$ cat src/rtl/instr_prefetch.sv
`timescale 1ns/1ps
// -----------------------------------------------------------------------------
// instr_prefetch
//   Fetch front-end: issues word fetches to a handshaked instruction memory with
//   up to MAX_OUTSTANDING requests in flight, buffers returned words with their
//   PCs in a DEPTH-entry FIFO with a registered head, and flushes/retargets on a
//   single-cycle redirect. Stale responses that were in flight at a redirect are
//   counted and silently discarded.
//
//   Optional feature macro: PREFETCH_STATS_EN (adds stat_fetched_o/stat_dropped_o)
//
// Ports
//   clk_i, rst_ni                 clock, asynchronous active-low reset
//   imem_req_o, imem_addr_o       fetch request / word address (req & gnt = issue)
//   imem_gnt_i                    request accepted this cycle
//   imem_rvalid_i, imem_rdata_i   in-order response from memory
//   redirect_i, redirect_pc_i     flush and restart fetch at redirect_pc_i
//   instr_valid_o, instr_o,
//   instr_pc_o                    FIFO head toward the decoder
//   instr_ready_i                 decoder consumes head (valid & ready = pop)
//   stat_fetched_o                (PREFETCH_STATS_EN) number of pops
//   stat_dropped_o                (PREFETCH_STATS_EN) discarded responses + flushed entries
// -----------------------------------------------------------------------------
module instr_prefetch #(
  parameter int unsigned     XLEN            = 32,
  parameter int unsigned     DEPTH           = 4,
  parameter int unsigned     MAX_OUTSTANDING = 2,
  parameter logic [XLEN-1:0] RESET_PC        = '0
) (
  input  logic            clk_i,
  input  logic            rst_ni,
  output logic            imem_req_o,
  output logic [XLEN-1:0] imem_addr_o,
  input  logic            imem_gnt_i,
  input  logic            imem_rvalid_i,
  input  logic [XLEN-1:0] imem_rdata_i,
  input  logic            redirect_i,
  input  logic [XLEN-1:0] redirect_pc_i,
  output logic            instr_valid_o,
  output logic [XLEN-1:0] instr_o,
  output logic [XLEN-1:0] instr_pc_o,
  input  logic            instr_ready_i
`ifdef PREFETCH_STATS_EN
  ,
  output logic [31:0]     stat_fetched_o,
  output logic [31:0]     stat_dropped_o
`endif
);

  localparam int unsigned AW    = $clog2(DEPTH);
  localparam int unsigned PTR_W = AW + 1;
  localparam int unsigned OUT_W = $clog2(MAX_OUTSTANDING + 1);
  localparam int unsigned CNT_W = ((PTR_W > OUT_W) ? PTR_W : OUT_W) + 1;

  typedef struct packed {
    logic [XLEN-1:0] data;
    logic [XLEN-1:0] pc;
  } entry_t;

  // State
  logic [XLEN-1:0]  fetch_pc_q, fetch_pc_d;
  logic [XLEN-1:0]  resp_pc_q, resp_pc_d;
  logic [PTR_W-1:0] wptr_q, wptr_d;
  logic [PTR_W-1:0] rptr_q, rptr_d;
  logic [OUT_W-1:0] outstanding_q, outstanding_d;
  logic [OUT_W-1:0] drop_cnt_q, drop_cnt_d;
  logic             head_valid_q, head_valid_d;
  entry_t           head_q, head_d;
  entry_t           mem_q [DEPTH];

  // Combinational helpers
  logic [PTR_W-1:0] fifo_count;
  logic             fifo_empty;
  logic             fifo_full;
  logic [OUT_W-1:0] live_out;
  logic [CNT_W-1:0] credit_sum;
  logic             issue;
  logic             resp_ok;
  logic             resp_drop;
  logic             push;
  logic             pop;
  entry_t           push_entry;
  logic [XLEN-1:0]  redirect_pc_aligned;

  // Credit check, handshake decode and next-state computation
  always_comb begin
    fifo_count = wptr_q - rptr_q;
    fifo_empty = (wptr_q == rptr_q);
    fifo_full  = (wptr_q[AW] != rptr_q[AW]) && (wptr_q[AW-1:0] == rptr_q[AW-1:0]);
    live_out   = outstanding_q - drop_cnt_q;
    credit_sum = CNT_W'(fifo_count) + CNT_W'(live_out);

    // Reset gating keeps the request low while the block is held in reset.
    imem_req_o = rst_ni && !redirect_i
                 && (credit_sum < CNT_W'(DEPTH))
                 && (outstanding_q < OUT_W'(MAX_OUTSTANDING));

    issue     = imem_req_o & imem_gnt_i;
    // A response with nothing outstanding is a protocol violation; ignore it.
    resp_ok   = imem_rvalid_i & (outstanding_q != '0);
    resp_drop = resp_ok & (redirect_i | (drop_cnt_q != '0));
    pop       = !fifo_empty & instr_ready_i & !redirect_i;
    push      = resp_ok & !resp_drop & (!fifo_full | pop);

    push_entry.data     = imem_rdata_i;
    push_entry.pc       = resp_pc_q;
    redirect_pc_aligned = redirect_pc_i & ~XLEN'(3);

    fetch_pc_d    = fetch_pc_q;
    resp_pc_d     = resp_pc_q;
    wptr_d        = wptr_q;
    rptr_d        = rptr_q;
    outstanding_d = outstanding_q + OUT_W'(issue) - OUT_W'(resp_ok);
    drop_cnt_d    = drop_cnt_q;
    head_valid_d  = 1'b0;
    head_d        = '0;

    if (redirect_i) begin
      // Everything still in flight becomes stale; a response arriving now is
      // already discarded, so it is not counted again.
      fetch_pc_d = redirect_pc_aligned;
      resp_pc_d  = redirect_pc_aligned;
      wptr_d     = '0;
      rptr_d     = '0;
      drop_cnt_d = outstanding_q - OUT_W'(resp_ok);
    end else begin
      if (issue) begin
        fetch_pc_d = fetch_pc_q + XLEN'(4);
      end
      if (resp_drop) begin
        drop_cnt_d = drop_cnt_q - OUT_W'(1);
      end
      if (push) begin
        resp_pc_d = resp_pc_q + XLEN'(4);
        wptr_d    = wptr_q + PTR_W'(1);
      end
      if (pop) begin
        rptr_d = rptr_q + PTR_W'(1);
      end
    end

    // Registered head: take the word being written this cycle if it lands in
    // the head slot, otherwise read storage at the new read pointer.
    if (wptr_d != rptr_d) begin
      head_valid_d = 1'b1;
      if (push && (rptr_d == wptr_q)) begin
        head_d = push_entry;
      end else begin
        head_d = mem_q[rptr_d[AW-1:0]];
      end
    end
  end

  // Control and head registers
  always_ff @(posedge clk_i or negedge rst_ni) begin
    if (!rst_ni) begin
      fetch_pc_q    <= RESET_PC;
      resp_pc_q     <= RESET_PC;
      wptr_q        <= '0;
      rptr_q        <= '0;
      outstanding_q <= '0;
      drop_cnt_q    <= '0;
      head_valid_q  <= 1'b0;
      head_q        <= '0;
    end else begin
      fetch_pc_q    <= fetch_pc_d;
      resp_pc_q     <= resp_pc_d;
      wptr_q        <= wptr_d;
      rptr_q        <= rptr_d;
      outstanding_q <= outstanding_d;
      drop_cnt_q    <= drop_cnt_d;
      head_valid_q  <= head_valid_d;
      head_q        <= head_d;
    end
  end

  // FIFO storage (contents are qualified by the pointers, no reset needed)
  always_ff @(posedge clk_i) begin
    if (push) begin
      mem_q[wptr_q[AW-1:0]] <= push_entry;
    end
  end

  assign imem_addr_o   = fetch_pc_q;
  assign instr_valid_o = head_valid_q;
  assign instr_o       = head_q.data;
  assign instr_pc_o    = head_q.pc;

`ifdef PREFETCH_STATS_EN
  logic [31:0] stat_fetched_q;
  logic [31:0] stat_dropped_q;
  logic [31:0] stat_drop_inc;

  // Discarded response plus, on redirect, every entry thrown out of the FIFO
  always_comb begin
    stat_drop_inc = 32'(resp_drop);
    if (redirect_i) begin
      stat_drop_inc = stat_drop_inc + 32'(fifo_count);
    end
  end

  // Free-running wrapping statistics counters
  always_ff @(posedge clk_i or negedge rst_ni) begin
    if (!rst_ni) begin
      stat_fetched_q <= '0;
      stat_dropped_q <= '0;
    end else begin
      stat_fetched_q <= stat_fetched_q + 32'(pop);
      stat_dropped_q <= stat_dropped_q + stat_drop_inc;
    end
  end

  assign stat_fetched_o = stat_fetched_q;
  assign stat_dropped_o = stat_dropped_q;
`endif

endmodule

$ cat config.mk
export PLATFORM = sky130hd
export DESIGN_NAME = instr_prefetch
export DESIGN_NICKNAME = d
export VERILOG_FILES = /design/src/rtl/instr_prefetch.sv
export SDC_FILE = /design/constraint.sdc
export NUM_CORES = 1
export LEC_CHECK = 0
export CAP_MARGIN = 10
export CORE_UTILIZATION = 45
export DETAILED_ROUTE_END_ITERATION = 8
export GPL_TIMING_DRIVEN = 0
export PLACE_DENSITY_LB_ADDON = 0.25
export SLEW_MARGIN = 20
export SYNTH_ARGS = -nofsm -noshare
export SYNTH_HDL_FRONTEND = slang
export SYNTH_SLANG_ARGS = --single-unit
$ cat constraint.sdc
create_clock -name clk_i -period 5.04 [get_ports clk_i]
set_clock_uncertainty 0.15 [all_clocks]
set_input_delay 0.756 -clock clk_i [delete_from_list [all_inputs] [get_ports clk_i]]
set_output_delay 0.756 -clock clk_i [all_outputs]
set_load 0.01 [all_outputs]
## Word level (Yosys, flattened, before mapping)

Memory sizes are Yosys's and may differ from the RTL's.
Index checks and enable logic that the tools add are counted.

- Bits in registers: 139
- Bits in latches: 0
- RAM bits: 256
- ROM bits: 0
- Bits of input ports: 70
- Word-level logic and storage cells: 66
- Memories kept: 1

- Add/sub/neg operators: 11
- Multipliers: 0
- Divide/modulo/power cells: 0
- Magnitude comparators: 2
- Equality and inequality tests: 5
- Shift operators: 0
- Multiplexer cells: 15
- Bitwise operators: 9
- Reductions and logical operators: 14

Memory list:

| memory | words | bits a word | rd ports | clocked after memory_dff | wr ports | RTL line | RTL |
|---|---|---|---|---|---|---|---|
| mem_q | 4 | 64 | 1 | 0 | 1 | 69 | `entry_t mem_q [DEPTH];` |

Operators with widths:

| cell | count |
|---|---|
| 32-bit two-way mux | 4 |
| 64-bit two-way mux | 2 |
| 32-bit by 3-bit adder with 32-bit output (second input constant) | 2 |
| 3-bit two-way mux | 4 |
| 2-bit nonzero test | 5 |
| 1-bit bitwise AND | 7 |
| 3-bit by 1-bit adder with 3-bit output (second input constant) | 2 |
| 3-bit == test | 2 |
| 1-bit logical AND | 5 |
| 3-bit by 2-bit adder with 4-bit output | 1 |
| 1-bit logical NOT | 4 |
| 4-bit by 3-bit less-than comparator with 1-bit output (second input constant) | 1 |
| 2-bit two-way mux | 2 |
| 2-bit by 1-bit subtractor with 2-bit output | 2 |
| 1-bit two-way mux | 3 |
| 3-bit inequality test | 1 |
| 3-bit subtractor | 1 |
| 2-bit by 1-bit adder with 2-bit output | 1 |
| 2-bit == test | 1 |
| 2-bit less-than comparator (second input constant) | 1 |
| 1-bit OR | 2 |
| 2-bit by 1-bit subtractor with 2-bit output (second input constant) | 1 |
| 2-bit subtractor | 1 |
| 1-bit inequality test | 1 |

## Logic depth before layout (Yosys ltp)

- Word-level depth: 10
- Gate-level depth with buffers: 14

## Least setup slack after synthesis

Ideal clock, no wire load.

- Kind: register to register
- Start point: register wptr_q[0]
- End point: memory mem_q[1][10] (netlist name), enable pin
- Library setup time: 0.426 ns
- Arrival time: 3.253 ns
- Data required time: 4.464 ns
- Setup slack: 1.211 ns
- Cell stages (with the launch flop): 8
- Cells stage by stage: dfrtp_1 -> inv_1 -> ha_1 -> nand2_1 -> o311a_1 -> buf_2 -> clkbuf_1 -> and2_1

- Cells in the longest elaborated chain, start to end: 8
- Elaborated cells between the ends (all ways): 11
- Classes of those cells: eq/ne: 2; mux: 2; bitwise: 4; reduce/logical: 3

Ends and longest elaborated chain:

| item | RTL line | RTL |
|---|---|---|
| start, declared | 63 | `logic [PTR_W-1:0] wptr_q, wptr_d;` |
| start signal, assigned | 168 | `wptr_q <= wptr_d;` |
| 3-bit == test | 88 | `fifo_empty = (wptr_q == rptr_q);` |
| 1-bit logical NOT | 102 | `pop = !fifo_empty & instr_ready_i & !redirect_i;` |
| 1-bit bitwise AND (2 in series) | 102 |  |
| 1-bit OR | 103 | `push = resp_ok & !resp_drop & (!fifo_full \| pop);` |
| 1-bit bitwise AND | 103 |  |
| 1-bit two-way mux | 179 | `if (push) begin` |
| 1-bit two-way mux (not written as such) | 180 | `mem_q[wptr_q[AW-1:0]] <= push_entry;` |
| end, declared | 69 |  |

Several ways; a longest one is shown, not always the timed one.

==> metrics.md <==
| Metric | Value |
|---|---|
| I/O Pins | around 170 |
| Total number of nets in the final design | 1646 |
| Via count of the first global-routing pass | 12453 |
| Total count of hold-check failures in the final report | 0 |
| FF-to-FF setup slack | 0.45 ns |
| Worst slew margin | 0.3320 |
| FP Rows | 70 |
| Reported max-cap violation count | 0 |
| Worst hold-check path type | register to register |
| Max Clk Rate | approximately 210 MHz |
| Max Root-Sink Buffers | 3 |
| First-iteration detailed-routing DRC count | roughly 1300 |
| Category of the worst setup path launch point | primary input |
| Most numerous cell types in the synthesized netlist | edfxtp_1, and3_1, dfrtp_1 |
| Routed WL | 46.23 mm |
| Setup WS pre-CTS | -0.1167 ns |
| Via-to-Cell Ratio | 6.155 |
| Hold Path Origin | resp_pc_q[11] |
| Ant. Diodes | 0 |
| R2R depth | 10 |
| Post-detailed-route DRC marker count | 0 |
| Number of nets with antenna violations after routing | 0 |
| Number of antenna violations at the first check in global routing | 0 |
| Sequential area share after synthesis | 0.6376 |
| Worst hold path depth | 0 |
| Data required time of the worst path | between 5 and 6 ns |
| Capture instance of the worst register-to-register path | instr_pc_o[19] |
| Clk slew on worst S/H paths | 0.06 ns |
| Most repeated cell in the gate-level netlist after synthesis | edfxtp_1 |
| Die span in y | 196.0 µm |
| Number of enable flip-flop cells after synthesis | around 250 |
| Total of flip-flops plus latches after synthesis | ~380 |
| Netlist cell types | 66 |
| Core ar. | approximately 37000 µm² |
| Root Buffer | clkbuf_16 |
| GRT Resource Usage Total | 0.2389 |
| Endpoint kind of the worst setup timing path | register |
| 1st-pass router iterations | 5 |
| Setup slack after layout | 0.3369 ns |
| Worst hold slack | around 0.37 ns |
| RSZ-0062 raised after global routing | false |
| Syn Area/Cell | 12.57 µm² |
| Share of cells above drive strength 1 | 0.07412 |
| Fill cell instance count of the final layout | 3054 |
| GRT overflow | 0 |
| Final Wtd Congestion | between 0.8 and 0.9 |
| Largest net degree at the start of global routing | 91 |
| M1 WL | 19.66 mm |
| Result of the run | completed |
| Ys Warns | 0 |
| Clock insertion delay at the later pin of the skew report | 0.53 ns |
| Slew Viols, Final | 0 |
| Post-synthesis cell type with the largest combined area | edfxtp_1 |
| Netlist area before placement | 16940 µm² |
| Post-synthesis cell count | 1348 |
| DP Wirelength | ~30 mm |
| Transition time of the tightest slew-check pin | 0.9966 ns |
| Via count of the routed design | around 13000 |
| Area grow syn2layout | 21.79% |
| Largest driver fanout on the critical path | 10 |
| Hold worst-path end | mem_q[0][11] |
| Class of the most critical setup path | primary input to register |
| Top-area cell type share of the netlist area | 0.4397 |
| Setup violators final | 0 |
| Post-layout instance count excluding filler cells | a little over 2000 |
| Worst Path Arrival | 4.96 ns |
| Beginning of the worst register-to-register path | wptr_q[0] |
| Period minus WS final | 4.703 ns |
| Initial Utilization | 0.4605 |
| Full die area | 38420 µm² |
| Wire length per cell after detailed routing | 22.44 µm |
| Crit share post-route | 0.9332 |
| Dominant register cell in the synthesized netlist | edfxtp_1 |
| Top routing layer in use | met4 |
| Standby leakage power | approximately 0.0077 µW |
| Cts bufs inserted | 40 |
| Clock tree from TritonCTS | yes |
| Ys async rst share | 0.3508 |
| Routed length on met2 | 21.13 mm |
| Chip width | 196.0 µm |
| Clock Sinks | 382 |
| Largest cells by area after synthesis | edfxtp_1, dfrtp_1, a211oi_1 |
| First-pass GRT wire length | just over 70 mm |
| Count of port buffers added during placement | approximately 160 |
| Cell count after placement | 1985 |
| H-tree levels | 2 |
| Highest ir drop seen on vdd | between 0.2 and 0.3 mV |
| Power per unit of standard cell area | approximately 470 nW/µm² |
| Total met3 wirelength after detailed routing | between 4 and 5 mm |
==> layout make-up <==
type	instances	area [µm²]	area share
Buffer	120	503.0	0.02438
Clock buffer	54	1136	0.05507
Clock inverter	20	186.4	0.009037
Inverter	19	71.32	0.003457
Multi-Input combinational cell	829	5595	0.2712
Sequential cell	382	10800	0.5235
Tap cell	468	585.6	0.02838
Timing Repair Buffer	168	1752	0.08491
==> placed cells by master, fill, tap and decap left out, types with 3 or more instances in the layout <==
master and count:
o21ai_0 51, xor2_1 6, and3_1 136, conb_1 3
clkbuf_1 92, nand4_1 10, a21oi_1 17, and2_4 3
a22oi_1 62, nand3_1 89, a211oi_1 125, nor2b_1 4
a211o_1 62, buf_2 24, clkinv_1 3, buf_12 3
xnor2_1 12, edfxtp_1 248, dfrtp_1 134, nor2_1 29
nor4_1 9, o211ai_1 15, clkinv_2 11, buf_1 6
clkdlybuf4s50_1 161, buf_4 6, bufinv_16 3, o311ai_0 23
nor3_1 9, inv_1 17, and2_1 7, o211a_1 4
a31oi_1 12, clkbuf_16 42, mux2i_1 4, ha_1 15
clkbuf_8 4, nand2_1 73, a221o_1 6
==> worst max-delay path, stage by stage <==
cell and delay, ns:
clkdlybuf4s50_1 0.52, buf_2 0.25, nor2b_1 0.18, a31oi_2 0.80
nand2_2 0.40, xnor2_2 0.71, buf_2 0.45, buf_1 0.42
nand3_1 0.13, a22oi_1 0.31
==> kinds of logic (layout without fill, tap and decap cells) <==
family	Yosys count	in the layout	synth area share
adders and majority gates	16	16	0.01226
and+or+nand+nor	386	386	0.1225
AOI/OAI and AO/OA	397	397	0.1759
muxes	5	5	0.003029
DFF	382	382	0.6376
xor gates and xnor gates	22	22	0.01463
other	1	3	0.0002214
buffers and inverters	139	381	0.03376
==> power by group <==
| group | switching, µW | leakage (µW) | total [µW] | internal (µW) |
|---|---|---|---|---|
| clock | 1220 | 0.000657 | 2960 | 1740 |
| sequential | 251 | 0.00396 | 3940 | 3690 |
| combinational | 1620 | 0.00304 | 2800 | 1180 |
==> layer usage <==
layer  up-vias  track usage
met1      6189       0.3403
met4         0      0.08304
met5         -            0
met2       682       0.3704
li1       5727            -
met3        82      0.04091
==> timing repair <==
| item | in CTS | in global routing |
|---|---|---|
| buffers inserted | 0 | 0 |
| hold endpoints to repair | 45 | 0 |
| setup endpoints to repair | 0 | 1 |
| gates resized for setup | 0 | 1 |
| hold buffers | 1 | 0 |
==> state kept, by name, indices dropped and copies added (netlist names) <==
signal,flops
wptr_q,3
mem_q,248
rptr_q,3
drop_cnt_q,2
resp_pc_q,30
imem_addr_o,30
instr_o,32
outstanding_q,2
instr_valid_o,1
instr_pc_o,31
==> through the flow <==
stage / cell area [µm²] / setup TNS, ns / utilization / power [µW]
after floorplan: 16950 / 0 / - / 5545
after global placement: 19150 / -548.96 / 0.5207 / 6702
after detailed placement: 19290 / -0.5993 / 0.5243 / 6749
after CTS: 20620 / 0 / 0.5605 / 9692
after global routing: 20630 / 0 / 0.5608 / 10110
final: 20630 / 0 / 0.5608 / 9697
==> worst max-delay path by stage <==
stage / endpoint / startpoint / slack (ns)
2_1_floorplan: mem_q[1][10] / wptr_q[0] / 1.21
4_1_cts: instr_pc_o[23] / wptr_q[0] / 0.26
3_3_place_gp: outstanding_q[1] / rst_ni / -3.75
6_report: instr_pc_o[19] / redirect_i / 0.34
3_5_place_dp: instr_pc_o[23] / redirect_i / -0.12
5_1_grt: instr_pc_o[22] / redirect_i / 0.18
No activity file was read; power rests on OpenSTA's default activity.
